--- src/rtl/procyon_lsu_sq_ctrl_pkg.sv ---
// Shared types and helpers for the store-queue controller.
package procyon_lsu_sq_ctrl_pkg;

  localparam int PCYN_OP_WIDTH = 5;

  typedef enum logic {
    SQ_CTRL_STATE_IDLE = 1'b0,
    SQ_CTRL_STATE_WAIT = 1'b1
  } sq_ctrl_state_t;

  // Priority encoder: index of the lowest set bit (0 when none); vectors up to 64 bits.
  function automatic int lowest_set_idx(input logic [63:0] vec);
    int   idx;
    logic found;
    idx   = 0;
    found = 1'b0;
    for (int i = 0; i < 64; i++) begin
      if (!found && vec[i]) begin
        idx   = i;
        found = 1'b1;
      end
    end
    return idx;
  endfunction

endpackage

--- src/rtl/procyon_lsu_sq_ctrl_if.sv ---
// Bundle between the SQ controller (master) and the SQ entries / LSU side (slave).
interface procyon_lsu_sq_ctrl_if
  import procyon_lsu_sq_ctrl_pkg::*;
#(
  parameter int DEPTH  = 8,
  parameter int ADDR_W = 32,
  parameter int DATA_W = 32,
  parameter int ROB_W  = 5
);
  logic                             i_flush;
  logic                             i_alloc_valid;
  logic                             o_alloc_ready;
  logic [DEPTH-1:0]                 o_alloc_select;
  logic [DEPTH-1:0]                 i_entry_empty;
  logic [DEPTH-1:0]                 i_entry_retirable;
  logic [DEPTH-1:0]                 i_entry_rob_ack;
  logic [DEPTH*PCYN_OP_WIDTH-1:0]   i_entry_op;
  logic [DEPTH*ROB_W-1:0]           i_entry_tag;
  logic [DEPTH*ADDR_W-1:0]          i_entry_addr;
  logic [DEPTH*DATA_W-1:0]          i_entry_data;
  logic                             i_lsu_stall;
  logic                             o_retire_en;
  logic [DEPTH-1:0]                 o_retire_select;
  logic [PCYN_OP_WIDTH-1:0]         o_retire_op;
  logic [ROB_W-1:0]                 o_retire_tag;
  logic [ADDR_W-1:0]                o_retire_addr;
  logic [DATA_W-1:0]                o_retire_data;
  logic                             i_update_en;
  logic [DEPTH-1:0]                 o_update_select;
  logic                             o_inflight;
  logic                             o_rob_retire_ack;

  modport master (
    input  i_flush, i_alloc_valid, i_entry_empty, i_entry_retirable, i_entry_rob_ack,
           i_entry_op, i_entry_tag, i_entry_addr, i_entry_data, i_lsu_stall, i_update_en,
    output o_alloc_ready, o_alloc_select, o_retire_en, o_retire_select, o_retire_op,
           o_retire_tag, o_retire_addr, o_retire_data, o_update_select, o_inflight,
           o_rob_retire_ack
  );

  modport slave (
    output i_flush, i_alloc_valid, i_entry_empty, i_entry_retirable, i_entry_rob_ack,
           i_entry_op, i_entry_tag, i_entry_addr, i_entry_data, i_lsu_stall, i_update_en,
    input  o_alloc_ready, o_alloc_select, o_retire_en, o_retire_select, o_retire_op,
           o_retire_tag, o_retire_addr, o_retire_data, o_update_select, o_inflight,
           o_rob_retire_ack
  );

endinterface

--- src/rtl/procyon_lsu_sq_ctrl_rr_picker.sv ---
// Round-robin picker: grants the first requester at or after ptr_i, wrapping past the top.
module procyon_rr_picker #(
  parameter int DEPTH = 8,
  parameter int IDX_W = $clog2(DEPTH)
) (
  input  logic [DEPTH-1:0] req_i,
  input  logic [IDX_W-1:0] ptr_i,
  output logic [DEPTH-1:0] grant_o,
  output logic [IDX_W-1:0] idx_o,
  output logic             valid_o
);

  // Walk offsets from farthest to nearest so the closest requester to ptr_i wins.
  always_comb begin
    logic [IDX_W-1:0] cand;
    idx_o = '0;
    cand  = '0;
    for (int off = DEPTH - 1; off >= 0; off--) begin
      cand = ptr_i + IDX_W'(off);
      if (req_i[cand]) idx_o = cand;
    end
  end

  assign valid_o = |req_i;
  assign grant_o = valid_o ? (DEPTH'(1) << idx_o) : '0;

endmodule

--- src/rtl/procyon_lsu_sq_ctrl.sv ---
// Store-queue controller: allocates free entries, launches one nonspeculative store
// at a time into the LSU and routes its update back to the owning entry.
module procyon_lsu_sq_ctrl
  import procyon_lsu_sq_ctrl_pkg::*;
#(
  parameter int OPTN_SQ_DEPTH      = 8,
  parameter int OPTN_SQ_IDX_WIDTH  = $clog2(OPTN_SQ_DEPTH),
  parameter int OPTN_DATA_WIDTH    = 32,
  parameter int OPTN_ADDR_WIDTH    = 32,
  parameter int OPTN_ROB_IDX_WIDTH = 5
) (
  input logic                   clk,
  input logic                   rst,
  procyon_lsu_sq_ctrl_if.master sq
);

  localparam int D  = OPTN_SQ_DEPTH;
  localparam int IW = OPTN_SQ_IDX_WIDTH;

  sq_ctrl_state_t state_q, state_d;
  logic [IW-1:0]  rr_ptr_q, rr_ptr_d;
  logic [IW-1:0]  launched_idx_q, launched_idx_d;

  logic [D-1:0]   grant_onehot;
  logic [IW-1:0]  grant_idx;
  logic           grant_valid;
  logic [IW-1:0]  alloc_idx;
  logic           alloc_ready;
  logic           retire_en;
  logic [D-1:0]   retire_select;
  logic [D-1:0]   update_select;
  logic           inflight;

  assign alloc_idx   = IW'(lowest_set_idx(64'(sq.i_entry_empty)));
  assign alloc_ready = |sq.i_entry_empty;

  assign sq.o_alloc_ready    = alloc_ready;
  assign sq.o_alloc_select   = (D'(1) << alloc_idx) & {D{alloc_ready & sq.i_alloc_valid & ~sq.i_flush}};
  assign sq.o_rob_retire_ack = |sq.i_entry_rob_ack;

  procyon_rr_picker #(
    .DEPTH (D),
    .IDX_W (IW)
  ) u_rr_picker (
    .req_i   (sq.i_entry_retirable),
    .ptr_i   (rr_ptr_q),
    .grant_o (grant_onehot),
    .idx_o   (grant_idx),
    .valid_o (grant_valid)
  );

  // Payload always follows the picker; consumers only look at it when o_retire_en is set.
  assign sq.o_retire_op   = sq.i_entry_op[grant_idx*PCYN_OP_WIDTH +: PCYN_OP_WIDTH];
  assign sq.o_retire_tag  = sq.i_entry_tag[grant_idx*OPTN_ROB_IDX_WIDTH +: OPTN_ROB_IDX_WIDTH];
  assign sq.o_retire_addr = sq.i_entry_addr[grant_idx*OPTN_ADDR_WIDTH +: OPTN_ADDR_WIDTH];
  assign sq.o_retire_data = sq.i_entry_data[grant_idx*OPTN_DATA_WIDTH +: OPTN_DATA_WIDTH];

  always_comb begin
    state_d        = state_q;
    rr_ptr_d       = rr_ptr_q;
    launched_idx_d = launched_idx_q;
    retire_en      = 1'b0;
    retire_select  = '0;
    update_select  = '0;
    inflight       = 1'b0;
    case (state_q)
      SQ_CTRL_STATE_IDLE: begin
        retire_en = grant_valid & ~sq.i_lsu_stall & ~sq.i_flush;
        if (retire_en) begin
          retire_select  = grant_onehot;
          launched_idx_d = grant_idx;
          rr_ptr_d       = grant_idx + IW'(1);
          state_d        = SQ_CTRL_STATE_WAIT;
        end
      end
      SQ_CTRL_STATE_WAIT: begin
        inflight      = 1'b1;
        // A flush suppresses routing; the entry itself drops back from LAUNCHED.
        update_select = (D'(1) << launched_idx_q) & {D{sq.i_update_en & ~sq.i_flush}};
        if (sq.i_update_en || sq.i_flush) state_d = SQ_CTRL_STATE_IDLE;
      end
      default: state_d = SQ_CTRL_STATE_IDLE;
    endcase
  end

  always_ff @(posedge clk) begin
    if (rst) begin
      state_q        <= SQ_CTRL_STATE_IDLE;
      rr_ptr_q       <= '0;
      launched_idx_q <= '0;
    end else begin
      state_q        <= state_d;
      rr_ptr_q       <= rr_ptr_d;
      launched_idx_q <= launched_idx_d;
    end
  end

  assign sq.o_retire_en     = retire_en;
  assign sq.o_retire_select = retire_select;
  assign sq.o_update_select = update_select;
  assign sq.o_inflight      = inflight;

endmodule

--- src/flat_wrapper.sv ---
// flat-port wrapper written by rule: the top's interface ports become plain ports
module procyon_lsu_sq_ctrl_flat import procyon_lsu_sq_ctrl_pkg::*;
#(
  parameter int OPTN_SQ_DEPTH      = 8,
  parameter int OPTN_SQ_IDX_WIDTH  = $clog2(OPTN_SQ_DEPTH),
  parameter int OPTN_DATA_WIDTH    = 32,
  parameter int OPTN_ADDR_WIDTH    = 32,
  parameter int OPTN_ROB_IDX_WIDTH = 5
)
  (clk, rst, sq_i_flush, sq_i_alloc_valid, sq_i_entry_empty, sq_i_entry_retirable, sq_i_entry_rob_ack, sq_i_entry_op, sq_i_entry_tag, sq_i_entry_addr, sq_i_entry_data, sq_i_lsu_stall, sq_i_update_en, sq_o_alloc_ready, sq_o_alloc_select, sq_o_retire_en, sq_o_retire_select, sq_o_retire_op, sq_o_retire_tag, sq_o_retire_addr, sq_o_retire_data, sq_o_update_select, sq_o_inflight, sq_o_rob_retire_ack);
  procyon_lsu_sq_ctrl_if #(.DEPTH((8)), .ADDR_W((32)), .DATA_W((32)), .ROB_W((5))) sq_i ();
  input logic clk;
  input logic rst;
  input wire logic [$bits(sq_i.i_flush)-1:0] sq_i_flush;
  input wire logic [$bits(sq_i.i_alloc_valid)-1:0] sq_i_alloc_valid;
  input wire logic [$bits(sq_i.i_entry_empty)-1:0] sq_i_entry_empty;
  input wire logic [$bits(sq_i.i_entry_retirable)-1:0] sq_i_entry_retirable;
  input wire logic [$bits(sq_i.i_entry_rob_ack)-1:0] sq_i_entry_rob_ack;
  input wire logic [$bits(sq_i.i_entry_op)-1:0] sq_i_entry_op;
  input wire logic [$bits(sq_i.i_entry_tag)-1:0] sq_i_entry_tag;
  input wire logic [$bits(sq_i.i_entry_addr)-1:0] sq_i_entry_addr;
  input wire logic [$bits(sq_i.i_entry_data)-1:0] sq_i_entry_data;
  input wire logic [$bits(sq_i.i_lsu_stall)-1:0] sq_i_lsu_stall;
  input wire logic [$bits(sq_i.i_update_en)-1:0] sq_i_update_en;
  output wire logic [$bits(sq_i.o_alloc_ready)-1:0] sq_o_alloc_ready;
  output wire logic [$bits(sq_i.o_alloc_select)-1:0] sq_o_alloc_select;
  output wire logic [$bits(sq_i.o_retire_en)-1:0] sq_o_retire_en;
  output wire logic [$bits(sq_i.o_retire_select)-1:0] sq_o_retire_select;
  output wire logic [$bits(sq_i.o_retire_op)-1:0] sq_o_retire_op;
  output wire logic [$bits(sq_i.o_retire_tag)-1:0] sq_o_retire_tag;
  output wire logic [$bits(sq_i.o_retire_addr)-1:0] sq_o_retire_addr;
  output wire logic [$bits(sq_i.o_retire_data)-1:0] sq_o_retire_data;
  output wire logic [$bits(sq_i.o_update_select)-1:0] sq_o_update_select;
  output wire logic [$bits(sq_i.o_inflight)-1:0] sq_o_inflight;
  output wire logic [$bits(sq_i.o_rob_retire_ack)-1:0] sq_o_rob_retire_ack;
  assign sq_i.i_flush = sq_i_flush;
  assign sq_i.i_alloc_valid = sq_i_alloc_valid;
  assign sq_i.i_entry_empty = sq_i_entry_empty;
  assign sq_i.i_entry_retirable = sq_i_entry_retirable;
  assign sq_i.i_entry_rob_ack = sq_i_entry_rob_ack;
  assign sq_i.i_entry_op = sq_i_entry_op;
  assign sq_i.i_entry_tag = sq_i_entry_tag;
  assign sq_i.i_entry_addr = sq_i_entry_addr;
  assign sq_i.i_entry_data = sq_i_entry_data;
  assign sq_i.i_lsu_stall = sq_i_lsu_stall;
  assign sq_i.i_update_en = sq_i_update_en;
  assign sq_o_alloc_ready = sq_i.o_alloc_ready;
  assign sq_o_alloc_select = sq_i.o_alloc_select;
  assign sq_o_retire_en = sq_i.o_retire_en;
  assign sq_o_retire_select = sq_i.o_retire_select;
  assign sq_o_retire_op = sq_i.o_retire_op;
  assign sq_o_retire_tag = sq_i.o_retire_tag;
  assign sq_o_retire_addr = sq_i.o_retire_addr;
  assign sq_o_retire_data = sq_i.o_retire_data;
  assign sq_o_update_select = sq_i.o_update_select;
  assign sq_o_inflight = sq_i.o_inflight;
  assign sq_o_rob_retire_ack = sq_i.o_rob_retire_ack;
  procyon_lsu_sq_ctrl #(.OPTN_SQ_DEPTH(OPTN_SQ_DEPTH), .OPTN_SQ_IDX_WIDTH(OPTN_SQ_IDX_WIDTH), .OPTN_DATA_WIDTH(OPTN_DATA_WIDTH), .OPTN_ADDR_WIDTH(OPTN_ADDR_WIDTH), .OPTN_ROB_IDX_WIDTH(OPTN_ROB_IDX_WIDTH)) u_core (.clk(clk), .rst(rst), .sq(sq_i));
endmodule
--- config.mk ---
export PLATFORM = sky130hd
export DESIGN_NAME = procyon_lsu_sq_ctrl_flat
export DESIGN_NICKNAME = d
export VERILOG_FILES = /design/src/rtl/procyon_lsu_sq_ctrl_pkg.sv /design/src/rtl/procyon_lsu_sq_ctrl_if.sv /design/src/rtl/procyon_lsu_sq_ctrl_rr_picker.sv /design/src/rtl/procyon_lsu_sq_ctrl.sv /design/src/flat_wrapper.sv
export SDC_FILE = /design/constraint.sdc
export NUM_CORES = 1
export LEC_CHECK = 0
export ABC_CLOCK_PERIOD_IN_PS = 6810
export CORE_AREA = 2 2 284 286
export CTS_CLUSTER_DIAMETER = 60
export DETAILED_ROUTE_END_ITERATION = 10
export DIE_AREA = 0 0 286 288
export PLACE_DENSITY = 0.39
export SYNTH_ARGS = -nofsm -noshare
export SYNTH_HDL_FRONTEND = slang
export SYNTH_SLANG_ARGS = --single-unit
--- constraint.sdc ---
create_clock -name clk -period 6.81 [get_ports clk]
set_input_delay 0.681 -clock clk [delete_from_list [all_inputs] [get_ports clk]]
set_output_delay 0.681 -clock clk [all_outputs]
set_load 0.005 [all_outputs]
Word level (Yosys, flattened, before mapping)
Index checks and enable logic that the tools add are counted.
{"block": "totals", "wordCells": 103, "in_bits": 622, "out_inout_bits": 102, "ff_bits": 7}
{"block": "classes", "mul": 1, "n_addsub": 8, "n_shift": 7, "order_cmp": 8, "reduce_logical": 19, "bitwise": 10, "muxes": 47}
{"op": "256-bit by 9-bit variable part select with 32-bit output", "count": 2}
{"op": "40-bit by 7-bit variable part select with 5-bit output", "count": 2}
{"op": "3-bit two-way mux", "count": 12}
{"op": "3-bit by 4-bit less-than comparator with 1-bit output, second input constant", "count": 8}
{"op": "8-bit two-way mux", "count": 4}
{"op": "1-bit binary-select mux with 3-bit select", "count": 8}
{"op": "8-bit OR reduction", "count": 3}
{"op": "1-bit by 3-bit left shift with 8-bit output, first input constant", "count": 3}
{"op": "1-bit two-way mux", "count": 20}
{"op": "8-bit bitwise AND", "count": 2}
{"op": "3-bit adder, second input constant", "count": 4}
{"op": "1-bit logical AND", "count": 7}
{"op": "1-bit logical NOT", "count": 7}
{"op": "3-bit by 1-bit adder with 3-bit output, second input constant", "count": 2}
{"op": "3-bit by 2-bit adder with 3-bit output, second input constant", "count": 2}
{"op": "3-bit by 3-bit multiplier with 6-bit output, second input constant", "count": 1}
{"op": "1-bit bitwise AND", "count": 5}
{"op": "2-bit two-way mux", "count": 2}
{"op": "1-bit NOT", "count": 3}
{"op": "1-bit one-hot mux with 2 select lines", "count": 1}
{"op": "2-bit AND reduction", "count": 1}
{"op": "1-bit logical OR", "count": 1}

Logic depth before layout (Yosys ltp)
{"block": "depth", "word_depth": 24, "depth_mapped": 19, "mapped_depth_nobuf": 13}

By module
Synthesis repeated with hierarchy kept, for this count alone.
{"block": "hier_totals", "hier_cells": 617, "hier_area_um2": 6085.8}
{"module": "procyon_lsu_sq_ctrl", "area_each_um2": 5004.8, "n_inst": 1, "seq_area_each_um2": 140.1, "cells_per_inst": 489}
{"module": "procyon_rr_picker", "area_each_um2": 1081.0, "n_inst": 1, "seq_area_each_um2": 0.0, "cells_per_inst": 128}

Least setup slack after synthesis
Ideal clock, no wire load.
{"block": "synth_path", "kind": "reg-to-output", "startpoint": "register u_core.rr_ptr_q[0]", "endpoint": "output port sq_o_retire_select[7]", "arrival_time_ps": 3925, "path_buffers": 6, "stages_incl_launch_ff": 18, "path_slack_ps": 2204, "required_ps": 6129, "cell_sequence": "dfxtp_1 buf_6 buf_6 clkinv_1 ha_1 clkbuf_1 mux4_2 mux2_2 or4b_1 a21oi_1 a211oi_2 buf_2 or2_1 buf_4 inv_2 buf_2 ha_1 and2_1"}
{"block": "synth_between", "elab_chain_cells": 15, "word_cells_on_any_way": 35, "cone_classes": "add/sub: 7; shift: 1; mux: 27"}
{"item": "start: declaration", "line": "procyon_lsu_sq_ctrl.sv:21", "text": "logic [IW-1:0] rr_ptr_q, rr_ptr_d;"}
{"item": "start signal: assignment", "line": "procyon_lsu_sq_ctrl.sv:93", "text": "rr_ptr_q <= rr_ptr_d;"}
{"item": "3-bit adder", "line": "procyon_lsu_sq_ctrl_rr_picker.sv:19", "text": "cand = ptr_i + IDX_W'(off);"}
{"item": "1-bit binary-select mux with 3-bit select", "line": "procyon_lsu_sq_ctrl_rr_picker.sv:20", "text": "if (req_i[cand]) idx_o = cand;"}
{"item": "1-bit two-way mux (not written as such)", "line": "procyon_lsu_sq_ctrl_rr_picker.sv:20"}
{"item": "3-bit two-way mux (7 in series)", "line": "procyon_lsu_sq_ctrl_rr_picker.sv:20"}
{"item": "3-bit two-way mux *", "line": "procyon_lsu_sq_ctrl_rr_picker.sv:20"}
{"item": "1-bit by 3-bit left shift with 8-bit output *", "line": "procyon_lsu_sq_ctrl_rr_picker.sv:25", "text": "assign grant_o = valid_o ? (DEPTH'(1) << idx_o) : '0;"}
{"item": "8-bit two-way mux *", "line": "procyon_lsu_sq_ctrl_rr_picker.sv:25"}
{"item": "8-bit two-way mux *", "line": "procyon_lsu_sq_ctrl.sv:69", "text": "if (retire_en) begin"}
{"item": "8-bit two-way mux *", "line": "procyon_lsu_sq_ctrl.sv:66", "text": "case (state_q)"}
{"item": "end: declaration", "line": "flat_wrapper.sv:28", "text": "output wire logic [$bits(sq_i.o_retire_select)-1:0] sq_o_retire_select;"}
Every way passes the cells marked *; elsewhere a longest branch is shown, timed or not. The select of a mux whose other input is x is not followed.

Worst setup path in the final report
{"block": "layout_path", "startpoint": "register u_core.rr_ptr_q[0]", "endpoint": "output port sq_o_retire_data[8]"}
{"block": "layout_between", "elab_chain_cells": 12, "word_cells_on_any_way": 32, "cone_classes": "add/sub: 7; shift: 1; mux: 24"}
{"item": "3-bit adder", "line": "procyon_lsu_sq_ctrl_rr_picker.sv:19"}
{"item": "1-bit binary-select mux with 3-bit select", "line": "procyon_lsu_sq_ctrl_rr_picker.sv:20"}
{"item": "1-bit two-way mux (not written as such)", "line": "procyon_lsu_sq_ctrl_rr_picker.sv:20"}
{"item": "3-bit two-way mux (7 in series)", "line": "procyon_lsu_sq_ctrl_rr_picker.sv:20"}
{"item": "3-bit two-way mux *", "line": "procyon_lsu_sq_ctrl_rr_picker.sv:20"}
{"item": "256-bit by 9-bit variable part select with 32-bit output *", "line": "procyon_lsu_sq_ctrl.sv:56", "text": "assign sq.o_retire_data = sq.i_entry_data[grant_idx*OPTN_DATA_WIDTH +: OPTN_DATA_WIDTH];"}
{"item": "end: declaration", "line": "flat_wrapper.sv:32", "text": "output wire logic [$bits(sq_i.o_retire_data)-1:0] sq_o_retire_data;"}
Marks and branches as above.

==> out/qor.csv <==
stage;metric;value;unit
run_status;outcome;completed;
synth;netlist_area;9194;µm²
synth;synthSimpleGateAreaFrac;31.83;%
routing;vias;13640;
placement;place.gp.congestion;0.9078;
routing;dr.pass1.iters;5;
floorplanning;core_area;79640;µm²
final_layout;final_cell_area;17660;µm²
synth;ys_ff_latch;7;
power_and_ir_drop;peakVddDrop;0.1505;mV
timing;setup_viol;0;
routing;avgViaCountPerCell;4.372;
synth;ys_top_cells_by_area;mux2_2 22%, nand2_1 15%, o221a_2 8.6%;
timing;hold_viol;0;
final_layout;drive_gt1_share;17.43;%
worst_setup_path;crit_type;reg2out;
global_route;grt_usage;15.55;%
timing;tns;0;ns
routing;route.detailed.drc;0;
final_layout;area_delta_synth_final;92.12;%
run;maxCapViolations;0;
synth;synth_edf_count;0;
timing;slew_headroom;48.75;%
floorplanning;io_pins;724;
floorplanning;initial_core_util;11.54;%
clock_tree;cts.sinks;7;
synth;yosysTopAreaCell;mux2_2;
clock_tree;cts_root_buf;clkbuf_16;
clock_tree;cts_buffers;3;
placement;dp_slack;0.6448;ns
clock_tree;h-tree-depth;1;
synth;synthCells;1436;
final_layout;final_util;22.18;%
clock_tree;ctsHoldBuffers;0;
synth;synth.most_common_cell;nand2_1;
placement;place_area;17560;µm²
worst_setup_path;required;6.13;ns
timing;layout_worst_path_cycle_share;93.70;%
timing;fin_crit;6.381;ns
synth;synth_top_flop_cell;dfxtp_1;
floorplanning;rows;104;
power_and_ir_drop;leakage;6.109;nW
worst_setup_path;cpPeakStageDelay;0.79;ns
synth;syn_nets;2061;
synth;ys_types;60;
synth;muxShareOfSynthArea;27.34;%
timing;slew_violations;0;
clock_tree;insertion_delay;0.23;ns
synth;synth.avg_cell_area;6.402;µm²
placement;dp_hpwl;55.27;mm
clock_tree;clockBufferDepth;2;
clock_tree;path_clk_slew;0.04;ns
placement;portBuffers;723;
worst_setup_path;critPathArrivalTime;5.70;ns
synth;synth_top_family_by_area;simple AND/OR/NAND/NOR gates;
global_route;grt_pass1_wl;95.89;mm
clock_tree;tritoncts;built;
routing;route.detailed.wl_per_inst;22.04;µm
timing;fin_ws;0.4289;ns
synth;netlist_top_cells_count;358 x nand2_1, 192 x nor2_1, 179 x mux2_2;
synth;yosysWarnings;0;
timing;rsz0062_at_grt;no;
floorplanning;dieArea;82370;µm²
worst_setup_path;worst_setup_path_start_kind;flop;
global_route;grt_pass1_vias;13590;
routing;wirelength;68.76;mm
final_layout;fin_nets;2674;
synth;ys_seq_area_share;1.524;%
worst_setup_path;endpoint_kind;primary output;
power_and_ir_drop;powerDensity;248.5;nW/µm²
synth;synthAdderAreaFrac;0.4083;%
routing;antenna_left;0;
synth;synth_top_area_share;21.92;%
worst_setup_path;slowest_stage;dfxtp_1;
global_route;antenna_found_initial;18;
routing;drtIter0Drc;769;
worst_setup_path;critPathMaxFanout;60;
timing;worst_pin_slew;0.7642;ns
floorplanning;dieWidth;286;µm
floorplanning;die_h;288;µm
global_route;grt_max_degree;83;
timing;holdWs;0.5152;ns
global_route;grt.overflow.total;0;
synth;synth-xor-area-share;0.3811;%
synth;synth-compound-area-share;29.40;%
timing;fin_worst_skew;0.002475;ns
worst_hold_path;worstHoldPathType;reg2reg;
clock_tree;cts_setup_buffers;0;
worst_setup_path;worstPathCellList;clkinv_1 -> ha_1 -> mux4_2 -> a221oi_1 -> o21ai_1 -> a221oi_4 -> o22a_4 -> buf_12 -> mux2_2 -> nor4_2 -> clkdlybuf4s50_1;
clock_tree;cts_resized;0;
final_layout;fillerInstances;8924;
synth;async_reset_ff_share;0;%
timing;fmax;156.7;MHz
-- power breakdown --
group	total, mW	internal [mW]	switching [mW]
registers	0.0603	0.0453	0.0150
clock network	0.102	0.0781	0.0237
logic	4.23	2.06	2.17
total	4.39	2.18	2.21
-- area by class of cell --
| cell class | instances | area [µm²] | share of cell area (%) |
|---|---|---|---|
| well taps | 1060 | 1326 | 7.509 |
| multi-input cells | 1258 | 8302 | 47.00 |
| inverters | 9 | 35.03 | 0.1983 |
| flip-flops and latches | 7 | 143.9 | 0.8146 |
| clock buffers | 4 | 78.83 | 0.4463 |
| repair buffers | 770 | 7750 | 43.88 |
| diodes | 11 | 27.53 | 0.1558 |
-- per-layer routing --
| metal | vias up | part of all wire [%] | wire length (µm) | GRT usage [%] |
|---|---|---|---|---|
| met5 | - | 0.079 | 54 | 0 |
| met2 | 508 | 52 | 35680 | 28.62 |
| met4 | 8 | 2.1 | 1423 | 3.822 |
| li1 | 6523 | - | - | - |
| met1 | 6548 | 40 | 27300 | 18.24 |
| met3 | 48 | 6.3 | 4307 | 3.193 |
-- flip-flops by register name (all words and copies together), names as in the netlist --
register / cells
u_core.rr_ptr_q: 3
u_core.state_q: 1
u_core.launched_idx_q: 3
-- final timing paths --
kind / from / end / slack, ns / cells past startpoint
max: u_core.rr_ptr_q[0] / sq_o_retire_data[8] / 0.43 / 11
max reg2reg: u_core.rr_ptr_q[0] / u_core.rr_ptr_q[2] / 2.09 / 13
min: u_core.launched_idx_q[2] / u_core.launched_idx_q[2] / 0.52 / 2
min reg2reg: u_core.launched_idx_q[2] / u_core.launched_idx_q[2] / 0.52 / 2
-- through the flow --
stage,instances,total power [mW]
2_1_floorplan,1436,2.303
6_report,3119,4.389
3_3_place_gp,3104,4.350
3_5_place_dp,3104,4.347
4_1_cts,3108,4.473
5_1_grt,3116,4.741
-- kinds of logic after synthesis --
| logic type | after synthesis |
|---|---|
| fa+ha+maj | 3 |
| buf+inv | 171 |
| compound gates | 376 |
| xor+xnor | 4 |
| mux | 215 |
| flops | 7 |
| simple gates | 660 |
-- placed cells by master (no fill, tap or decap), drive strengths merged, types with 4 or more instances in the layout --
cell	instances
dfxtp	7
clkbuf	4
nor2	192
nand2	358
nor3	10
nor4	31
inv	7
mux2	179
and2	5
o221a	70
buf	48
clkdlybuf4s50	722
mux2i	25
o221ai	27
o211ai	14
nor2b	6
o22ai	94
diode	11
nand4	37
o21ai	89
nand2b	7
a211oi	15
a21oi	45
mux4	11
-- critical path, delay by kind of cell, from the launching register on --
kind / cells / cell delay (ns)
AO/OA/AOI/OAI: 4 / 1.62
buffers and inverters: 3 / 1.13
AND/OR/NAND/NOR: 1 / 0.37
flip-flops: 1 / 0.79
adder cells (fa/ha/maj): 1 / 0.59
multiplexers: 2 / 0.88
Power figures use the tool's default switching activity.
